`src/rtl/alu_pipe_pkg.sv`:
```
`default_nettype none
// ============================================================================
//  Module      : alu_pipe_pkg
//  Description : Shared opcode definitions for the pipelined ALU.
//  Revision    : 1.0  initial release
// ============================================================================
package alu_pipe_pkg;

  localparam int OPW = 3;

  typedef enum logic [OPW-1:0] {
    ERRFLG = 3'b000,
    BNE    = 3'b001,
    PAR    = 3'b010,
    ADD    = 3'b011,
    XOR    = 3'b100,
    LSOR   = 3'b101,
    RSVD6  = 3'b110,
    RSVD7  = 3'b111
  } op_mne;

endpackage
`default_nettype wire

```
`src/rtl/alu_core.sv`:
```
`default_nettype none
// ============================================================================
//  Module      : alu_core
//  Description : Combinational ALU datapath producing result and flags.
//  Revision    : 1.0  initial release
// ============================================================================
module alu_core
  import alu_pipe_pkg::*;
#(
  parameter int WIDTH = 8
) (
  input  logic [WIDTH-1:0] i_a,
  input  logic [WIDTH-1:0] i_b,
  input  op_mne            i_op,
  output logic [WIDTH-1:0] o_out,
  output logic             o_zero,
  output logic             o_parity,
  output logic             o_carry
);

  logic [WIDTH:0]   w_sum;
  logic [WIDTH-2:0] w_lsor;

  assign w_sum  = {1'b0, i_a} + {1'b0, i_b};
  // Shift of the low W-1 bits drops the old bit W-2, keeping the result W-1 wide.
  assign w_lsor = {i_a[WIDTH-3:0], 1'b0} | i_b[WIDTH-2:0];

  // Result and carry/borrow selection; reserved opcodes fall through to zero.
  always_comb begin
    o_out   = '0;
    o_carry = 1'b0;
    case (i_op)
      ERRFLG: o_out = {^i_a, i_a[WIDTH-2:0]};
      BNE: begin
        o_out   = i_a - i_b;
        o_carry = (i_a < i_b);
      end
      PAR:    o_out = {{(WIDTH-1){1'b0}}, ^(i_a & i_b)};
      ADD: begin
        o_out   = w_sum[WIDTH-1:0];
        o_carry = w_sum[WIDTH];
      end
      XOR:    o_out = {1'b0, i_a[WIDTH-2:0] ^ i_b[WIDTH-2:0]};
      LSOR:   o_out = {1'b0, w_lsor};
      default: begin
        o_out   = '0;
        o_carry = 1'b0;
      end
    endcase
  end

  assign o_zero   = ~|o_out;
  assign o_parity = ^o_out;

endmodule
`default_nettype wire

```
`src/rtl/alu_pipe.sv`:
```
`default_nettype none
// ============================================================================
//  Module      : alu_pipe
//  Description : Two-stage pipelined ALU with valid/ready backpressure,
//                registered flags and sticky/saturating ERRFLG tracking.
//  Revision    : 1.0  initial release
// ============================================================================
module alu_pipe
  import alu_pipe_pkg::*;
#(
  parameter int WIDTH = 8,
  parameter int CNTW  = 4
) (
  input  logic             Clk,
  input  logic             Reset,
  input  logic             InValid,
  output logic             InReady,
  input  logic [WIDTH-1:0] InputA,
  input  logic [WIDTH-1:0] InputB,
  input  logic [OPW-1:0]   OP,
  output logic             OutValid,
  input  logic             OutReady,
  output logic [WIDTH-1:0] Out,
  output logic             Zero,
  output logic             Parity,
  output logic             Carry,
  output logic             ErrSticky,
  output logic [CNTW-1:0]  ErrCnt,
  input  logic             ClrErr
);

  localparam logic [CNTW-1:0] c_cnt_max = '1;
  localparam logic [CNTW-1:0] c_cnt_one = {{(CNTW-1){1'b0}}, 1'b1};

  // Stage 1 (operands) and stage 2 (result + flags)
  logic             r_v1;
  logic [WIDTH-1:0] r_a1;
  logic [WIDTH-1:0] r_b1;
  op_mne            r_op1;
  logic             r_v2;
  op_mne            r_op2;
  logic [WIDTH-1:0] r_out;
  logic             r_zero;
  logic             r_parity;
  logic             r_carry;
  logic             r_err_sticky;
  logic [CNTW-1:0]  r_err_cnt;

  logic             w_adv1;
  logic             w_adv2;
  logic             w_accept;
  logic             w_consume;
  logic             w_err_hit;
  logic [WIDTH-1:0] w_core_out;
  logic             w_core_zero;
  logic             w_core_parity;
  logic             w_core_carry;

  // No skid buffer: upstream ready follows downstream ready combinationally.
  assign w_adv2    = !r_v2 || OutReady;
  assign w_adv1    = !r_v1 || w_adv2;
  assign w_accept  = InValid && w_adv1;
  assign w_consume = r_v2 && OutReady;
  assign w_err_hit = w_consume && (r_op2 == ERRFLG) && r_out[WIDTH-1];

  alu_core #(
    .WIDTH (WIDTH)
  ) u_core (
    .i_a      (r_a1),
    .i_b      (r_b1),
    .i_op     (r_op1),
    .o_out    (w_core_out),
    .o_zero   (w_core_zero),
    .o_parity (w_core_parity),
    .o_carry  (w_core_carry)
  );

  // Stage 1: capture operands and opcode on acceptance.
  always_ff @(posedge Clk or posedge Reset) begin
    if (Reset) begin
      r_v1  <= 1'b0;
      r_a1  <= '0;
      r_b1  <= '0;
      r_op1 <= ERRFLG;
    end else if (w_adv1) begin
      r_v1 <= InValid;
      if (w_accept) begin
        r_a1  <= InputA;
        r_b1  <= InputB;
        r_op1 <= op_mne'(OP);
      end
    end
  end

  // Stage 2: register result and flags; data held while stalled or emptying.
  always_ff @(posedge Clk or posedge Reset) begin
    if (Reset) begin
      r_v2     <= 1'b0;
      r_op2    <= ERRFLG;
      r_out    <= '0;
      r_zero   <= 1'b1;
      r_parity <= 1'b0;
      r_carry  <= 1'b0;
    end else if (w_adv2) begin
      r_v2 <= r_v1;
      if (r_v1) begin
        r_op2    <= r_op1;
        r_out    <= w_core_out;
        r_zero   <= w_core_zero;
        r_parity <= w_core_parity;
        r_carry  <= w_core_carry;
      end
    end
  end

  // Error tracking on consumed ERRFLG results; a new error beats a clear.
  always_ff @(posedge Clk or posedge Reset) begin
    if (Reset) begin
      r_err_sticky <= 1'b0;
      r_err_cnt    <= '0;
    end else if (w_err_hit) begin
      r_err_sticky <= 1'b1;
      if (ClrErr) begin
        r_err_cnt <= c_cnt_one;
      end else if (r_err_cnt != c_cnt_max) begin
        r_err_cnt <= r_err_cnt + c_cnt_one;
      end
    end else if (ClrErr) begin
      r_err_sticky <= 1'b0;
      r_err_cnt    <= '0;
    end
  end

  assign InReady   = w_adv1;
  assign OutValid  = r_v2;
  assign Out       = r_out;
  assign Zero      = r_zero;
  assign Parity    = r_parity;
  assign Carry     = r_carry;
  assign ErrSticky = r_err_sticky;
  assign ErrCnt    = r_err_cnt;

endmodule
`default_nettype wire
```
`config.mk`:
```
export PLATFORM = sky130hd
export DESIGN_NAME = alu_pipe
export DESIGN_NICKNAME = d
export VERILOG_FILES = /design/src/rtl/alu_pipe_pkg.sv /design/src/rtl/alu_core.sv /design/src/rtl/alu_pipe.sv
export SDC_FILE = /design/constraint.sdc
export NUM_CORES = 1
export LEC_CHECK = 0
export CAP_MARGIN = 5
export CORE_ASPECT_RATIO = 0.7
export CORE_MARGIN = 3
export CORE_UTILIZATION = 45
export DETAILED_ROUTE_END_ITERATION = 8
export GPL_ROUTABILITY_DRIVEN = 1
export GPL_TIMING_DRIVEN = 0
export PLACE_DENSITY_LB_ADDON = 0.25
export SLEW_MARGIN = 20
export SYNTH_ARGS = -nofsm -noshare
export SYNTH_HDL_FRONTEND = slang
export SYNTH_SLANG_ARGS = --single-unit
```
`constraint.sdc`:
```
create_clock -name Clk -period 3.58 [get_ports Clk]
set_input_delay 0.716 -clock Clk [delete_from_list [all_inputs] [get_ports Clk]]
set_output_delay 0.716 -clock Clk [all_outputs]
set_load 0.1 [all_outputs]
```
# == Word level (Yosys, flattened, before mapping) ==
# Cells that the tools add are included.
# word_totals
n_memories,0
rom_bits,0
ff_bits,40
ram_bits,0
latchBits,0
# classes
n_lt_le_gt_ge,1
add_sub_neg,3
shifts,0
n_eq_ne,6
div_mod_pow,0
reduce_logical,20
n_bitwise,3
mul,0
muxes,8
# ops
operator,n
$pmux 8 s6,1
$reduce_xor 8->1,3
$mux 4,4
$add 8x8->9,1
$and 8x8->8,1
$lt 8x8->1,1
$reduce_or 8->1,1
$sub 8x8->8,1
$or 7x7->7,1
$xor 7x7->7,1
$eq 3x2->1 const B,2
$eq 3x3->1 const B,2
$logic_not 3->1,2
$reduce_and 2->1,3
$add 4x1->4 const B,1
$logic_and 1x1->1,4
$ne 4x4->1 const B,1
$reduce_bool 2->1,2
$eq 3x1->1 const B,1
$logic_not 1->1,3
$logic_or 1x1->1,2
$mux 1,2
$pmux 1 s2,1

# == Depth between registers and ports, before layout ==
# Gate-level depths: netlist of run 1.
# logic_depth
depth_word,5
mapped_depth,13

# == Modules after synthesis ==
# A second synthesis of run 1 with hierarchy kept.
# unflattened
hier_cells,282
area_unflattened_um2,3036.7
# modules_own_cells
mod,seq_area_each_um2,area_each_um2,cells_each,instances
alu_pipe,1002.2,1720.4,105,1
alu_core,0.0,1316.3,177,1

# == Least setup slack after synthesis of run 1 ==
# No wires, ideal clock.
# synth_path
path_type,flip-flop to flip-flop
from,"register r_v2, in the netlist OutValid"
to,register r_a1[0]
setup_slack_ps,282
arrival_time_ps,3174
stages_incl_launch_ff,5
n_path_buf,1
cell_sequence,dfrtp_1 -> nand3b_1 -> nand2_1 -> buf_2 -> mux2_2
# synth_via
elab_chain_cells,5
# synth_rtl
item,line,source
start: declaration,alu_pipe.sv:40,logic r_v2;
start signal: assignment,alu_pipe.sv:105,r_v2 <= r_v1;
$logic_not 1->1 *,alu_pipe.sv:60,assign w_adv2 = !r_v2 || OutReady;
$logic_or 1x1->1 *,alu_pipe.sv:60,
$logic_or 1x1->1 *,alu_pipe.sv:61,assign w_adv1 = !r_v1 || w_adv2;
net InReady,alu_pipe.sv:17,"output logic InReady,"
$logic_and 1x1->1,alu_pipe.sv:62,assign w_accept = InValid && w_adv1;
$reduce_and 2->1 (no source line) *,--,
end signal: assignment,alu_pipe.sv:88,r_a1 <= InputA;
end: declaration,alu_pipe.sv:37,logic [WIDTH-1:0] r_a1;
# Mark *: on every way through the listed nets, which the timed path passes. The rest lies on a longest branch.
# A chain may end at the register's enable or synchronous reset.

# == Final worst setup path of run 1 ==
# layout_path
from,register r_a1[0]
to,"register r_parity, in the netlist Parity"
# layout_via
elab_chain_cells,4
elab_cells_between_ends,9
# layout_rtl
item,line,source
branches (longest 2 deep; another with $add 8x8->9),--,
$pmux 8 s6 *,alu_core.sv:32,case (i_op)
$reduce_xor 8->1 *,alu_core.sv:53,assign o_parity = ^o_out;
end signal: assignment,alu_pipe.sv:110,r_parity <= w_core_parity;
end: declaration,alu_pipe.sv:44,logic r_parity;
# Every way passes the cells marked *.

==> results of run 1 <==
-- critical path: stages (launching register included) --
cell and delay (ns):
dfrtp_1 0.44, ha_1 0.28, fa_1 0.39, nor2b_1 0.17
o311ai_0 0.54, a21oi_1 0.15, a211oi_1 0.37, or2_1 0.17
ha_1 0.24, xnor2_1 0.18, xnor2_1 0.13, o21ai_0 0.08
-- cell type report --
class	instances	area [um^2]
clock buffers	6	72.57
fillers	540	2471
multi-input cells	235	1717
flip-flops and latches	40	1002
repair buffers	42	437.9
clock inverters	1	5.005
plain buffers	14	68.82
inverters	16	60.06
well taps	75	93.84
-- registers in the layout, summed over array words and instances, names as in the netlist --
register	flops
ErrCnt	4
r_op1	3
Out	8
OutValid	1
ErrSticky	1
r_a1	8
Zero	1
Parity	1
Carry	1
r_v1	1
r_op2	3
r_b1	8
-- Yosys cell counts, types with 3 or more instances --
master / n / area share
o21a_1: 3 / 0.0079
nor2b_1: 6 / 0.013
o31ai_1: 4 / 0.011
ha_1: 21 / 0.092
o21ai_0: 14 / 0.025
inv_1: 16 / 0.021
mux2i_1: 4 / 0.014
clkbuf_1: 4 / 0.0053
dfrtp_1: 39 / 0.34
xnor2_1: 17 / 0.052
a32oi_1: 3 / 0.0092
nand3_1: 5 / 0.0088
nand2b_1: 12 / 0.026
mux2_2: 19 / 0.075
nor3_1: 5 / 0.0088
buf_2: 7 / 0.012
a31oi_1: 4 / 0.0088
nor2_1: 22 / 0.029
nand2_1: 28 / 0.037
a21oi_1: 16 / 0.028
a211oi_1: 5 / 0.013
-- worst max path at each step --
stage / end / slack [ns] / cells past startpoint
CTS: InReady / 0.32 / 3
global route: Parity / 0.06 / 11
finish: Parity / 0.29 / 11
detailed placement: InReady / 0.33 / 3
floorplan: r_a1[0] / 0.28 / 4
global placement: InReady / 0.35 / 3
-- cell families (layout without fill, tap and decap cells) --
family	Yosys count	in the layout
AND/OR/NAND/NOR	97	97
AO/OA/AOI/OAI	73	73
flip-flops	40	40
buffers and inverters	30	79
adder cells (fa/ha/maj)	23	23
multiplexers	23	23
XOR/XNOR	19	19
-- power groups by stage --
stage          combinational, W  sequential [W]  clock (W)
3_3_place_gp            0.00126        0.000625          0
3_5_place_dp            0.00127        0.000631          0
6_report                0.00128        0.000620   0.000290
2_1_floorplan          0.000639        0.000960          0
5_1_grt                 0.00138        0.000632   0.000324
4_1_cts                 0.00128        0.000622   0.000297
-- layer usage --
| metal | part of all wire | global-route usage | up-vias |
|---|---|---|---|
| li1 | - | - | 1179 |
| met1 | 0.51 | 0.3121 | 1128 |
| met2 | 0.42 | 0.2841 | 75 |
| met3 | 0.064 | 0.04035 | 7 |
| met4 | 0.0075 | 0.04572 | 0 |
| met5 | 0 | 0 | - |
-- metrics by stage --
step           cells  hold WS [ns]  area [um^2]    util  setup WS [ns]
2_1_floorplan    305        0.4373         2848       -         0.2815
3_3_place_gp     421        0.4558         3352  0.5654         0.3460
3_5_place_dp     422        0.4717         3379  0.5701         0.3323
4_1_cts          429        0.4895         3457  0.5832         0.3216
5_1_grt          429        0.5016         3457  0.5832        0.06478
6_report         429        0.4785         3457  0.5832         0.2939
==> impl_metrics.ini, run 1 <==
[die]
die_w_um = 101.1
die-area_um2 = 7334
design.core.area_um2 = 5928
dieHeight_um = 72.56
num_rows = 23
initial_core_util = 0.4804
ios = 42

[pwr]
clockPowerShare = 0.133
power_density_nw_per_um2 = 632.2
p_sw_w = 0.001048
comb_power_share = 0.584
power_w = 0.002186
switching_share = 0.4795
power.leakage_nw = 1.456
sequentialPowerShare = 0.284
ir_drop_mv = 0.2917
internal_power_w = 0.001138

[timing]
post-route-period-util = 0.9179
fin_setup_tns_ns = 0
fmax_mhz = 304.3
max-slew-margin-rel = 0.3467
rsz0062_at_grt = no
final-setup-viol-count = 0
fin_worst_skew_ns = 0.004770
tightest_slew_ns = 0.9769
finalMaxSlewViolations = 0
min_period_ns = 3.286
hold_viol = 0

[synthesis]
synth_xor_area_frac = 0.05844
postSynthCellCount = 305
ys.flop_type = dfrtp_1
ys_types = 58
synth-adder-area-share = 0.1063
synth-async-reset-ratio = 1.000
synth_top_family_by_area = compound AO/OA/AOI/OAI gates
ys_seq_elements = 40
synth_fp_nets = 352
ys_seq_area_frac = 0.3519
synthSimpleGateAreaFrac = 0.1727
avgSynthCellArea_um2 = 9.337
synth_compound_area_frac = 0.1762
synth_edf_count = 0
netlist_area_um2 = 2848
synthMuxAreaShare = 0.08919
synth_warnings = 0

[detailed_routing]
routed_via_density = 5.569
drt_iter0_drc = 136
drc = 0
drtPass1Iterations = 4
ant_nets = 0
vias = 2389
routed_wl_mm = 7.021
wl_per_cell_um = 16.37

[grt]
grt_antenna_before_repair = 0
gr-total-overflow = 0
grt_pass1_vias = 2248
grt_pass1_wl_mm = 11.51
grt_max_degree = 23
track_usage = 0.2006

[critical_path]
crit_arrival_ns = 3.45
r2r-start = r_a1[0]
cp-end-kind = flip-flop
crit_type = flip-flop to flip-flop
worstPathMaxFanout = 5
r2r_cells = 11
start_kind = flip-flop
critical_path.startpoint = r_a1[0]
r2r_end = Parity
r2r_slack_ns = 0.29
required_ns = 3.75

[cells_and_area]
layout_common_cells = clkdlybuf4s50_1, dfrtp_1, nand2_1
drive_gt1_frac = 0.1102
nets = 401
area_growth_syn_to_layout_pct = 21.40
final_common_cell = clkdlybuf4s50_1
antenna_cells = 0

[place]
io_buffers = 41
hpwl_mm = 5.636
gp_congestion = 0.9224

[clock_network]
clk_pin_slew_worst_paths_ns = 0.08
cts_resized = 0
cts_buffers = 5
clockRootBuffer = clkbuf_8
cts_tree = built
htreeDepth = 2
hold_buffers = 0
clk_latency_ns = 0.29
post-cts-setup-buffer-count = 0
cts_buffer_depth = 2
cts.sinks = 40

[job]
drv_cap = 0

[min_path]
hold_start = r_op2[2]
min_path_type = flip-flop to flip-flop
hold_depth = 2
whs_endpoint = r_op2[2]

[status]
outcome = complete, no violations
Power figures use the tool's default switching activity.
==> run 2, diff against run 1 <==
--- a/config.mk
+++ b/config.mk
@@ -10,6 +10,7 @@
 export CORE_MARGIN = 3
 export CORE_UTILIZATION = 45
 export DETAILED_ROUTE_END_ITERATION = 8
+export DONT_BUFFER_PORTS = 1
 export GPL_ROUTABILITY_DRIVEN = 1
 export GPL_TIMING_DRIVEN = 0
 export PLACE_DENSITY_LB_ADDON = 0.25
==> run 2 against run 1 <==
Against the previous run: fmax shrank 0.57%; die area is the same; clock power grew 42%; sequential share of layout area grew 3.4 points; routed wire length shrank 0.83%; largest power group is now registers.
==> impl_metrics.ini, run 2 (same netlist as run 1, synthesis figures left out) <==
[status]
outcome = complete, no violations

[die]
dieHeight_um = 72.56
die-area_um2 = 7334
die_w_um = 101.1
design.core.area_um2 = 5928
initial_core_util = 0.4804
ios = 42
num_rows = 23

[detailed_routing]
drtPass1Iterations = 5
drt_iter0_drc = 152
ant_nets = 0
routed_wl_mm = 6.963
drc = 0
routed_via_density = 5.907
vias = 2298
wl_per_cell_um = 17.90

[grt]
gr-total-overflow = 0
track_usage = 0.1971
use_met2 = 0.2717
grt_use_met1 = 0.3151
grt_pass1_vias = 2147
grt_antenna_before_repair = 0
grt_util_met3 = 0.04131
grt_max_degree = 22
grt_pass1_wl_mm = 11.31
grt_busiest_layer = met1

[place]
hpwl_mm = 5.543
io_buffers = 0
place_area_um2 = 2969
gp_congestion = 0.8817

[cells_and_area]
layout_common_cells = dfrtp_1, nand2_1, nor2_1
postLayoutCellArea_um2 = 3099
nets = 360
antenna_cells = 0
final_util = 0.5228
drive_gt1_frac = 0.1369
final_common_cell = dfrtp_1
multiInputGateArea_um2 = 1719
nFillCells = 552
seq_area_um2 = 1003
area_growth_syn_to_layout_pct = 8.831

[critical_path]
crit_type = flip-flop to flip-flop
start_kind = flip-flop
cpLargestDelayFamily = compound AO/OA/AOI/OAI gates
required_ns = 3.75
slowest_delay_ns = 0.58
crit_arrival_ns = 3.47
path_buf_inv = 0
cp-end-kind = flip-flop
crit_chain = ha_1 > fa_1 > nor2b_1 > o311ai_0 > a21oi_1 > a211oi_1 > or2_1 > ha_1 > xnor2_1 > xnor2_1 > o21ai_0
slowest_stage = o311ai_0
worstPathMaxFanout = 5

[pwr]
ir_drop_mv = 0.2329
power_density_nw_per_um2 = 708.3
power.leakage_nw = 1.322

[job]
drv_cap = 0

[timing]
finalMaxSlewViolations = 0
final-setup-viol-count = 0
post-route-period-util = 0.9232
tightest_slew_ns = 1.126
hold_viol = 0
min_period_ns = 3.305
rsz0062_at_grt = no
max-slew-margin-rel = 0.2468
fin_worst_skew_ns = 0.009836
fmax_mhz = 302.6

[clock_network]
cts.sinks = 40
cts_buffers = 5
clockRootBuffer = clkbuf_8
cts_buffer_depth = 2
cts_tree = built
clk_latency_ns = 0.30
htreeDepth = 2
clk_pin_slew_worst_paths_ns = 0.08
hold_buffers = 0

[min_path]
min_path_type = primary input to asynchronous set/reset pin
run 2: cell count changes in the layout (fill, tap and decap cells not counted), sizes merged:
cell	previous run	this run
clkdlybuf4s50	41	0
bufinv	0	1
clkbuf	10	11
clkinv	1	0
run 2: routing by layer:
layer	vias up	routed length [um]	share of wire
met5	-	0	0
met4	0	55	0.0079
met3	7	455	0.065
met2	82	2867	0.41
met1	1103	3584	0.51
li1	1106	-	-
run 2: worst register-to-register path, cell delays in order (launching register included):
cell,delay (ns)
dfrtp_1,0.43
ha_1,0.28
fa_1,0.40
nor2b_1,0.17
o311ai_0,0.58
a21oi_1,0.14
a211oi_1,0.37
or2_1,0.17
ha_1,0.24
xnor2_1,0.18
xnor2_1,0.13
o21ai_0,0.09
run 2: area by class of cell:
class | count | share of cell area
inverters | 16 | 0.01938
flip-flops and latches | 40 | 0.3238
multi-input cells | 235 | 0.5547
well taps | 75 | 0.03028
repair buffers | 1 | 0.008882
plain buffers | 14 | 0.02220
clock buffers | 7 | 0.03109
clock inverters | 1 | 0.009689
run 2: worst paths after layout:
| kind | start | depth (start not counted) | slack [ns] | end |
|---|---|---|---|---|
| max | r_a1[0] | 11 | 0.27 | Parity |
| min | Reset | 1 | 0.31 | r_b1[3] |
| max reg2reg | r_a1[0] | 11 | 0.27 | Parity |
| min reg2reg | r_op2[2] | 2 | 0.49 | r_op2[2] |
| max in group asynchronous | Reset | 2 | 2.73 | Zero |
| min in group Clk | ClrErr | 1 | 0.47 | ErrCnt[3] |
run 2: what timing repair did:
action	in CTS	in global routing
pin swaps	1	1
resized for setup	1	1
buffers inserted	0	0
hold endpoints to repair	0	0
setup endpoints to repair	10	10
run 2: power by group:
part / total [W] / leakage [nW] / internal [W] / switching, W
registers: 0.000977 / 0.482 / 0.000534 / 0.000443
clock network: 0.000413 / 0.0645 / 0.000246 / 0.000167
logic: 0.000805 / 0.775 / 0.000365 / 0.000440
total: 0.00220 / 1.32 / 0.00115 / 0.00105
run 2: per-stage QoR:
stage                     hold WS, ns  setup TNS (ns)  setup slack [ns]  instances  total power, W
after floorplan                0.4373               0            0.2815        305        0.001598
after global placement         0.4530         -0.2191          -0.02376        380        0.001763
after detailed placement       0.4628         -0.2368          -0.02590        381        0.001785
after CTS                      0.3197               0           0.06123        389        0.002203
after global routing           0.3228               0            0.1339        389        0.002323
final                          0.3135               0            0.2750        389        0.002195
